### src/rtl/shift_issue_queue.sv
// Request FIFO and registered result slot placed around the 32-bit combinational
// barrel shifter: the FIFO head drives sh_*, and sh_c is captured into the output slot.
module shift_issue_queue #(
    parameter int DEPTH = 4,
    parameter int TAG_W = 4
) (
    input  logic                     clk,
    input  logic                     rst_n,
    input  logic                     flush,
    input  logic                     in_valid,
    output logic                     in_ready,
    input  logic [31:0]              in_a,
    input  logic [4:0]               in_b,
    input  logic [1:0]               in_aluc,
    input  logic [TAG_W-1:0]         in_tag,
    output logic [31:0]              sh_a,
    output logic [4:0]               sh_b,
    output logic [1:0]               sh_aluc,
    input  logic [31:0]              sh_c,
    output logic                     out_valid,
    input  logic                     out_ready,
    output logic [31:0]              out_c,
    output logic [TAG_W-1:0]         out_tag,
    output logic [$clog2(DEPTH):0]   count,
    output logic [15:0]              done_cnt
);
    localparam int AW = $clog2(DEPTH);
    localparam int CW = AW + 1;
    localparam int EW = 32 + 5 + 2 + TAG_W;

    // Handshakes: a transfer happens at a rising edge where valid && ready are both
    // high; ready never depends on same-cycle valid, and valid holds until accepted.

    logic [EW-1:0]    mem [DEPTH];
    logic [AW-1:0]    wr_ptr;
    logic [AW-1:0]    rd_ptr;
    logic [EW-1:0]    head;
    logic             head_valid;
    logic             push;
    logic             load;
    logic             out_fire;

    assign in_ready   = (count != CW'(DEPTH));
    assign head_valid = (count != '0);
    assign push       = in_valid && in_ready && !flush;
    assign load       = head_valid && (!out_valid || out_ready) && !flush;
    assign out_fire   = out_valid && out_ready && !flush;

    assign head    = mem[rd_ptr];
    assign sh_a    = head_valid ? head[EW-1 -: 32]           : 32'd0;
    assign sh_b    = head_valid ? head[EW-33 -: 5]           : 5'd0;
    assign sh_aluc = head_valid ? head[TAG_W+1 -: 2]         : 2'd0;

    // Storage carries no reset; pointers and count define which entries are live.
    always_ff @(posedge clk) begin
        if (push) begin
            mem[wr_ptr] <= {in_a, in_b, in_aluc, in_tag};
        end
    end

    always_ff @(posedge clk or negedge rst_n) begin
        if (!rst_n) begin
            wr_ptr    <= '0;
            rd_ptr    <= '0;
            count     <= '0;
            out_valid <= 1'b0;
            out_c     <= 32'd0;
            out_tag   <= '0;
            done_cnt  <= 16'd0;
        end else if (flush) begin
            wr_ptr    <= '0;
            rd_ptr    <= '0;
            count     <= '0;
            out_valid <= 1'b0;
        end else begin
            if (push) begin
                wr_ptr <= wr_ptr + AW'(1);
            end
            if (load) begin
                rd_ptr    <= rd_ptr + AW'(1);
                out_c     <= sh_c;
                out_tag   <= head[TAG_W-1:0];
                out_valid <= 1'b1;
            end else if (out_fire) begin
                out_valid <= 1'b0;
            end
            case ({push, load})
                2'b10:   count <= count + CW'(1);
                2'b01:   count <= count - CW'(1);
                default: count <= count;
            endcase
            if (out_fire) begin
                done_cnt <= done_cnt + 16'd1;
            end
        end
    end
endmodule

### config.mk
export PLATFORM = sky130hd
export DESIGN_NAME = shift_issue_queue
export DESIGN_NICKNAME = d
export VERILOG_FILES = /design/src/rtl/shift_issue_queue.sv
export SDC_FILE = /design/constraint.sdc
export NUM_CORES = 1
export LEC_CHECK = 0
export BUFFER_PORTS_ARGS = -buffer_cell sky130_fd_sc_hd__buf_4
export CAP_MARGIN = 20
export CORE_UTILIZATION = 45
export CTS_CLUSTER_SIZE = 28
export DETAILED_ROUTE_END_ITERATION = 7
export PLACE_DENSITY = 0.76
export SYNTH_ARGS = -nofsm -noshare
export SYNTH_HDL_FRONTEND = slang
export SYNTH_SLANG_ARGS = --single-unit
### constraint.sdc
create_clock -name clk -period 3.56 [get_ports clk]
set_clock_uncertainty 0.2 [all_clocks]
set_input_delay 0.712 -clock clk [delete_from_list [all_inputs] [get_ports clk]]
set_output_delay 0.712 -clock clk [all_outputs]
set_load 0.02 [all_outputs]
==> Flow_metrics.wiki, run 1 <==
{| class="wikitable"
! Metric !! Value
|-
| Result of the run || completed
|-
| Warning count from the yosys run || 0
|-
| Maximum clock rate || 311 MHz
|-
| Final Instance Count excl. Fillers || 930
|-
| HPWL Detailed || 11.0 mm
|-
| Avg Cell Area, Syn || 19.9 µm²
|-
| Number of flops mapped to enable cells by yosys || 172
|-
| Number of buffers and inverters on the critical path || 2
|-
| Cell Rows || 51
|-
| Transition at the pin with the smallest max-transition slack || 767 ps
|-
| Global-route total usage across every layer || 0.173
|-
| Class of the worst hold path || input pin to asynchronous set/reset pin
|-
| Clock latency on the worst-skew pair || 500 ps
|-
| Violation count after the first detailed-route iteration || 173
|-
| Commonest non-fill, non-tap cell in the layout || sky130_fd_sc_hd__buf_4
|-
| Resized cells post-CTS || 0
|-
| Worst slack after detailed placement || 831 ps
|-
| Critical-path maximum fanout || 24
|-
| Critical Path Start Type || flip-flop
|-
| Distinct cell type count after synthesis || 36
|-
| Routed vias || 4772
|-
| Max-slew headroom || 0.489
|-
| Maximum number of buffers from clock root to sink || 3
|-
| Final setup violation count || 0
|-
| Buffers inserted by post-CTS timing repair || 0
|-
| Count of hold buffers inserted by post-cts repair || 0
|-
| Number of global-route vias before repair || 4954
|-
| Finished Core Util || 0.591
|-
| Required time reported for the critical path endpoint || 2650 ps
|-
| Final hold vios || 0
|-
| Type of destination of the critical path || primary output
|-
| CP max-delay cell || sky130_fd_sc_hd__dfrtp_4
|-
| Asr flop ratio synth || 0.259
|-
| Number of buffers inserted by port buffering || 175
|-
| Diodes inserted || 0
|-
| Starting density of the core || 0.463
|-
| Clock tree from TritonCTS || done
|-
| Crit-path max cell delay || 620 ps
|-
| Max-slew violation count || 0
|-
| Register bit total from synthesis || 232
|-
| Clock transition time at the flip-flop clock pins of the worst setup and hold paths || 60 ps
|-
| Count of maximum capacitance violations || 0
|-
| Maximum number of pins on one net before global-route repair || 61
|-
| Post-DR vias/cell || 5.13
|-
| Cell chain of the critical path || buf_12 -> mux4_2 -> nor2b_1 -> buf_4
|-
| Total core area || 19600 µm²
|-
| CP top delay family || flip-flops
|-
| Total leakage power || 4.37 nW
|-
| Smallest setup slack after layout || 349 ps
|-
| Hold slack || 70.8 ps
|-
| RSZ-0062 raised after global routing || no
|-
| Vertical extent of the die || 144 µm
|-
| Final clock period utilization by the worst path || 0.902
|-
| WS Path Type || flip-flop to primary output
|-
| I/O pin count || 176
|-
| CTS Buf Count || 25
|-
| Share of the yosys chip area belonging to registers || 0.736
|-
| Tmin final || 3210 ps
|-
| Grt ovf || 0
|-
| Number of antenna-violating nets in the routed design || 0
|-
| Num Clock Sinks || 232
|-
| Antenna violations before repair || 0
|-
| Most frequent cells in the layout || 182 x sky130_fd_sc_hd__buf_4, 172 x sky130_fd_sc_hd__edfxtp_1, 58 x sky130_fd_sc_hd__dfrtp_1, 43 x sky130_fd_sc_hd__mux4_2, 40 x sky130_fd_sc_hd__nor2b_1
|-
| Average wire per cell in the routed design || 19.2 µm
|-
| Die boundary width || 144 µm
|-
| Final #Nets || 734
|-
| Number of placed instances, taps included || 886
|-
| Clock Root Buffer || sky130_fd_sc_hd__clkbuf_16
|-
| Wire length of the first global-routing pass || 26.9 mm
|-
| Share of cells above drive strength 1 || 0.475
|-
| Final setup TNS || 0 ps
|-
| DR DRC count || 0
|-
| Die Area || 20700 µm²
|-
| Crit path arrival time || 2300 ps
|-
| Mapped cell area || 9060 µm²
|-
| Detailed Route WL || 17.8 mm
|-
| Syn Inst Count || 456
|-
| Pwr Density || 795 nW/µm²
|-
| Maximum ir drop on the vdd rail || 521 µV
|-
| Area added between synthesis and finish || 27.8%
|-
| Iteration count of the initial detailed-routing pass || 4
|-
| Gp weighted congestion || 0.752
|-
| Main synth FF type || sky130_fd_sc_hd__edfxtp_1
|-
| H-tree Lvls || 1
|-
| Net count after synthesis || 542
|}
[area by class of cell]
cell class / count / area, µm²
Sequential cell: 232 / 6670
Clock inverter: 18 / 219
Clock buffer: 26 / 629
Timing Repair Buffer: 185 / 1430
Inverter: 3 / 11.3
Fill cell: 1487 / 8010
Multi-Input combinational cell: 201 / 2290
Tap cell: 265 / 332
[routing by layer]
layer  global-route usage  part of all wire
met1                0.217              0.41
met2                0.295              0.50
met3               0.0500             0.083
met4               0.0437             0.015
met5                    0                 0
[Yosys cell counts (all sizes together), types with 5 or more instances]
cell    count  area (µm²)
xor2        5        43.8
xnor2      16         140
buf        11        77.6
mux4       43         968
dfrtp      60        1500
edfxtp    172        5160
nand2       7        33.8
nor2        7        26.3
clkbuf      9        33.8
and2        6        37.5
ha          5        62.6
nor3        5        40.0
mux2       38         462
nor2b      40         250
[sequential cells by signal, indices dropped and copies added (netlist names)]
register and flops:
count 3, done_cnt 16, mem 172, out_c 32, out_tag 4, out_valid 1, rd_ptr 2, wr_ptr 2
[worst reg2reg max path, cell delays in order (launching register included)]
cell,delay (ps)
sky130_fd_sc_hd__dfrtp_1,420
sky130_fd_sc_hd__nor2b_1,470
sky130_fd_sc_hd__nor3_4,50
sky130_fd_sc_hd__buf_4,240
sky130_fd_sc_hd__and2_1,190
sky130_fd_sc_hd__fa_1,380
sky130_fd_sc_hd__a221oi_1,300
[cells by family (layout without fill, tap and decap cells)]
kind of cell | after synthesis | after routing | share of synthesized area
AOI/OAI and AO/OA | 8 | 8 | 0.00538
xor gates and xnor gates | 21 | 21 | 0.0203
adders and majority gates | 6 | 6 | 0.00911
buffers and inverters | 23 | 232 | 0.0135
DFF | 232 | 232 | 0.736
muxes | 81 | 81 | 0.158
and+or+nand+nor | 85 | 85 | 0.0581
[where the power goes]
part | switching [W] | internal, W | leakage [nW]
sequential | 0.000245 | 0.00331 | 2.31
clock | 0.00101 | 0.00164 | 0.411
combinational | 0.00155 | 0.00146 | 1.65
[path summary, 6_finish.rpt]
kind,startpoint,to,slack (ps),cells after the start
worst max-delay path,rd_ptr[0],sh_a[16],350,4
worst min register to register,done_cnt[15],done_cnt[15],280,1
worst min-delay path,rst_n,out_c[17],70,1
max in group asynchronous,rst_n,rd_ptr[0],2490,1
worst max register to register,out_valid,count[2],1200,6
min in group clk,in_a[20],mem[1][31],210,1
[metrics by stage]
stage	area, µm²	total power, W
floorplan	9060	0.00542
global placement	10700	0.00659
detailed placement	10700	0.00666
CTS	11600	0.00933
global route	11600	0.00963
finish	11600	0.00921
Power figures use the tool's default switching activity.
==> run 2: changes to the inputs <==
- clock period: 3.56 -> 3.1 ns (I/O delays scaled with it)
==> run 2 against run 1 <==
Worst hold slack better by 8.4 ps. Critical path depth unchanged. Setup slack worse by 170 ps. Critical endpoint is now sh_a[2]. Cell count up 0.75%. Sequential share of layout area about the same. Sequential power up 15%. Global-route usage up 0.41 points. Clock-buffer cell count up 8. Total power up 13%. Core utilization about the same.
==> Flow_metrics.wiki, run 2 (synthesis results as in run 1) <==
{| class="wikitable"
! Metric !! Value
|-
| Most frequent CP cell || sky130_fd_sc_hd__buf_4
|-
| H-tree Lvls || 1
|-
| Antenna violations before repair || 0
|-
| Gp weighted congestion || 0.773
|-
| Maximum clock rate || 343 MHz
|-
| Post-route cell area || 11600 µm²
|-
| Filler cells || 1453
|-
| Clock transition time at the flip-flop clock pins of the worst setup and hold paths || 60 ps
|-
| Maximum number of buffers from clock root to sink || 3
|-
| Area added between synthesis and finish || 27.8%
|-
| Starting density of the core || 0.463
|-
| Die boundary width || 144 µm
|-
| Maximum ir drop on the vdd rail || 524 µV
|-
| Critical Path Start Type || flip-flop
|-
| Detailed Route WL || 18.1 mm
|-
| Most congested layer reported by global routing || met2
|-
| Placement Cell Area || 10800 µm²
|-
| Number of buffers and inverters on the critical path || 2
|-
| Vertical extent of the die || 144 µm
|-
| Register name with the most flops || mem
|-
| Number of flip-flops under the largest register name || 172
|-
| Iteration count of the initial detailed-routing pass || 4
|-
| DR DRC count || 0
|-
| Number of antenna-violating nets in the routed design || 0
|-
| CP top delay family || multiplexers
|-
| Met2 Track Usage GR || 0.314
|-
| WS Path Type || flip-flop to primary output
|-
| Final #Nets || 739
|-
| CTS Buf Count || 25
|-
| Global-route total usage across every layer || 0.177
|-
| Wire length of the first global-routing pass || 27.6 mm
|-
| RSZ-0062 raised after global routing || no
|-
| Type of destination of the critical path || primary output
|-
| Clock tree from TritonCTS || done
|-
| Die Area || 20700 µm²
|-
| Max-slew violation count || 0
|-
| Violation count after the first detailed-route iteration || 213
|-
| Met1 demand-to-capacity share in global routing || 0.208
|-
| Diodes inserted || 0
|-
| Count of maximum capacitance violations || 0
|-
| Required time reported for the critical path endpoint || 2280 ps
|-
| Commonest non-fill, non-tap cell in the layout || sky130_fd_sc_hd__buf_4
|-
| Final Instance Count excl. Fillers || 937
|-
| Most frequent cells in the layout || 183 x sky130_fd_sc_hd__buf_4, 172 x sky130_fd_sc_hd__edfxtp_1, 58 x sky130_fd_sc_hd__dfrtp_1, 43 x sky130_fd_sc_hd__mux4_2, 40 x sky130_fd_sc_hd__nor2b_1
|-
| Cell Rows || 51
|-
| Number of global-route vias before repair || 5137
|-
| Resized cells post-CTS || 0
|-
| HPWL Detailed || 11.7 mm
|-
| Crit path arrival time || 2100 ps
|-
| Result of the run || completed
|-
| Critical-path maximum fanout || 10
|-
| Met3 track demand over resource in global routing || 0.0516
|-
| Routed vias || 4864
|-
| Maximum number of pins on one net before global-route repair || 61
|-
| Share of cells above drive strength 1 || 0.472
|-
| Cell chain of the critical path || buf_4 -> mux4_2 -> nor2b_1 -> buf_4
|-
| Grt ovf || 0
|-
| Number of buffers inserted by port buffering || 175
|-
| Number of placed instances, taps included || 888
|-
| Average wire per cell in the routed design || 19.3 µm
|-
| I/O pin count || 176
|-
| Total leakage power || 4.38 nW
|-
| Tmin final || 2920 ps
|-
| Num Clock Sinks || 232
|-
| Final clock period utilization by the worst path || 0.941
|-
| Largest registers in the final layout || mem x172, out_c x32, done_cnt x16
|-
| Transition at the pin with the smallest max-transition slack || 746 ps
|-
| Max-slew headroom || 0.502
|-
| Clock latency on the worst-skew pair || 520 ps
|-
| Finished Core Util || 0.591
|-
| Final setup violation count || 0
|-
| Crit-path max cell delay || 540 ps
|-
| Clock Root Buffer || sky130_fd_sc_hd__clkbuf_16
|-
| Class of the worst hold path || input pin to flip-flop
|-
| Post-DR vias/cell || 5.19
|-
| Total core area || 19600 µm²
|-
| CP max-delay cell || sky130_fd_sc_hd__mux4_2
|-
| Final hold vios || 0
|-
| Final setup TNS || 0 ps
|-
| Pwr Density || 895 nW/µm²
|}
[run 2: per-layer routing]
metal	share of wire	vias up	wire (µm)
li1	-	2163	-
met2	0.50	183	9060
met1	0.39	2477	7080
met4	0.026	0	467
met5	0	-	0
met3	0.081	41	1460
[run 2: cell type report]
type                    instances  area, µm²  area share
repair buffers                190       1500       0.130
flip-flops and latches        232       6670       0.576
inverters                       3       11.3    0.000972
multi-input cells             201       2290       0.198
clock buffers                  34        699      0.0604
well taps                     265        332      0.0286
clock inverters                12       72.6     0.00627
[run 2: stage by stage]
step,hold WS (ps),setup WS [ps],power (W)
after global routing,67.1,108,0.0108
after detailed placement,275,505,0.00770
after CTS,64.0,134,0.0105
final,79.1,184,0.0104
after global placement,265,509,0.00759
after floorplan,124,319,0.00623
[run 2: final timing paths]
| check | startpoint | end | slack, ps | depth (start not counted) |
|---|---|---|---|---|
| max | rd_ptr[0] | sh_a[2] | 180 | 4 |
| min | in_a[24] | mem[1][35] | 80 | 1 |
| max reg2reg | count[0] | out_c[2] | 760 | 5 |
| min reg2reg | done_cnt[15] | done_cnt[15] | 280 | 1 |
| max in group asynchronous | rst_n | rd_ptr[0] | 1630 | 2 |
| min in group asynchronous | rst_n | out_c[12] | 500 | 2 |
[run 2: where the power goes]
group          internal [W]  switching (W)  leakage, nW
logic               0.00171        0.00181         1.69
registers           0.00379       0.000277         2.31
clock network       0.00159        0.00118        0.384
[run 2: repair_timing]
item                       CTS  global route
hold endpoints to repair    60             0
hold buffers                 1             0
setup endpoints to repair   15             0
setup buffers                2             0
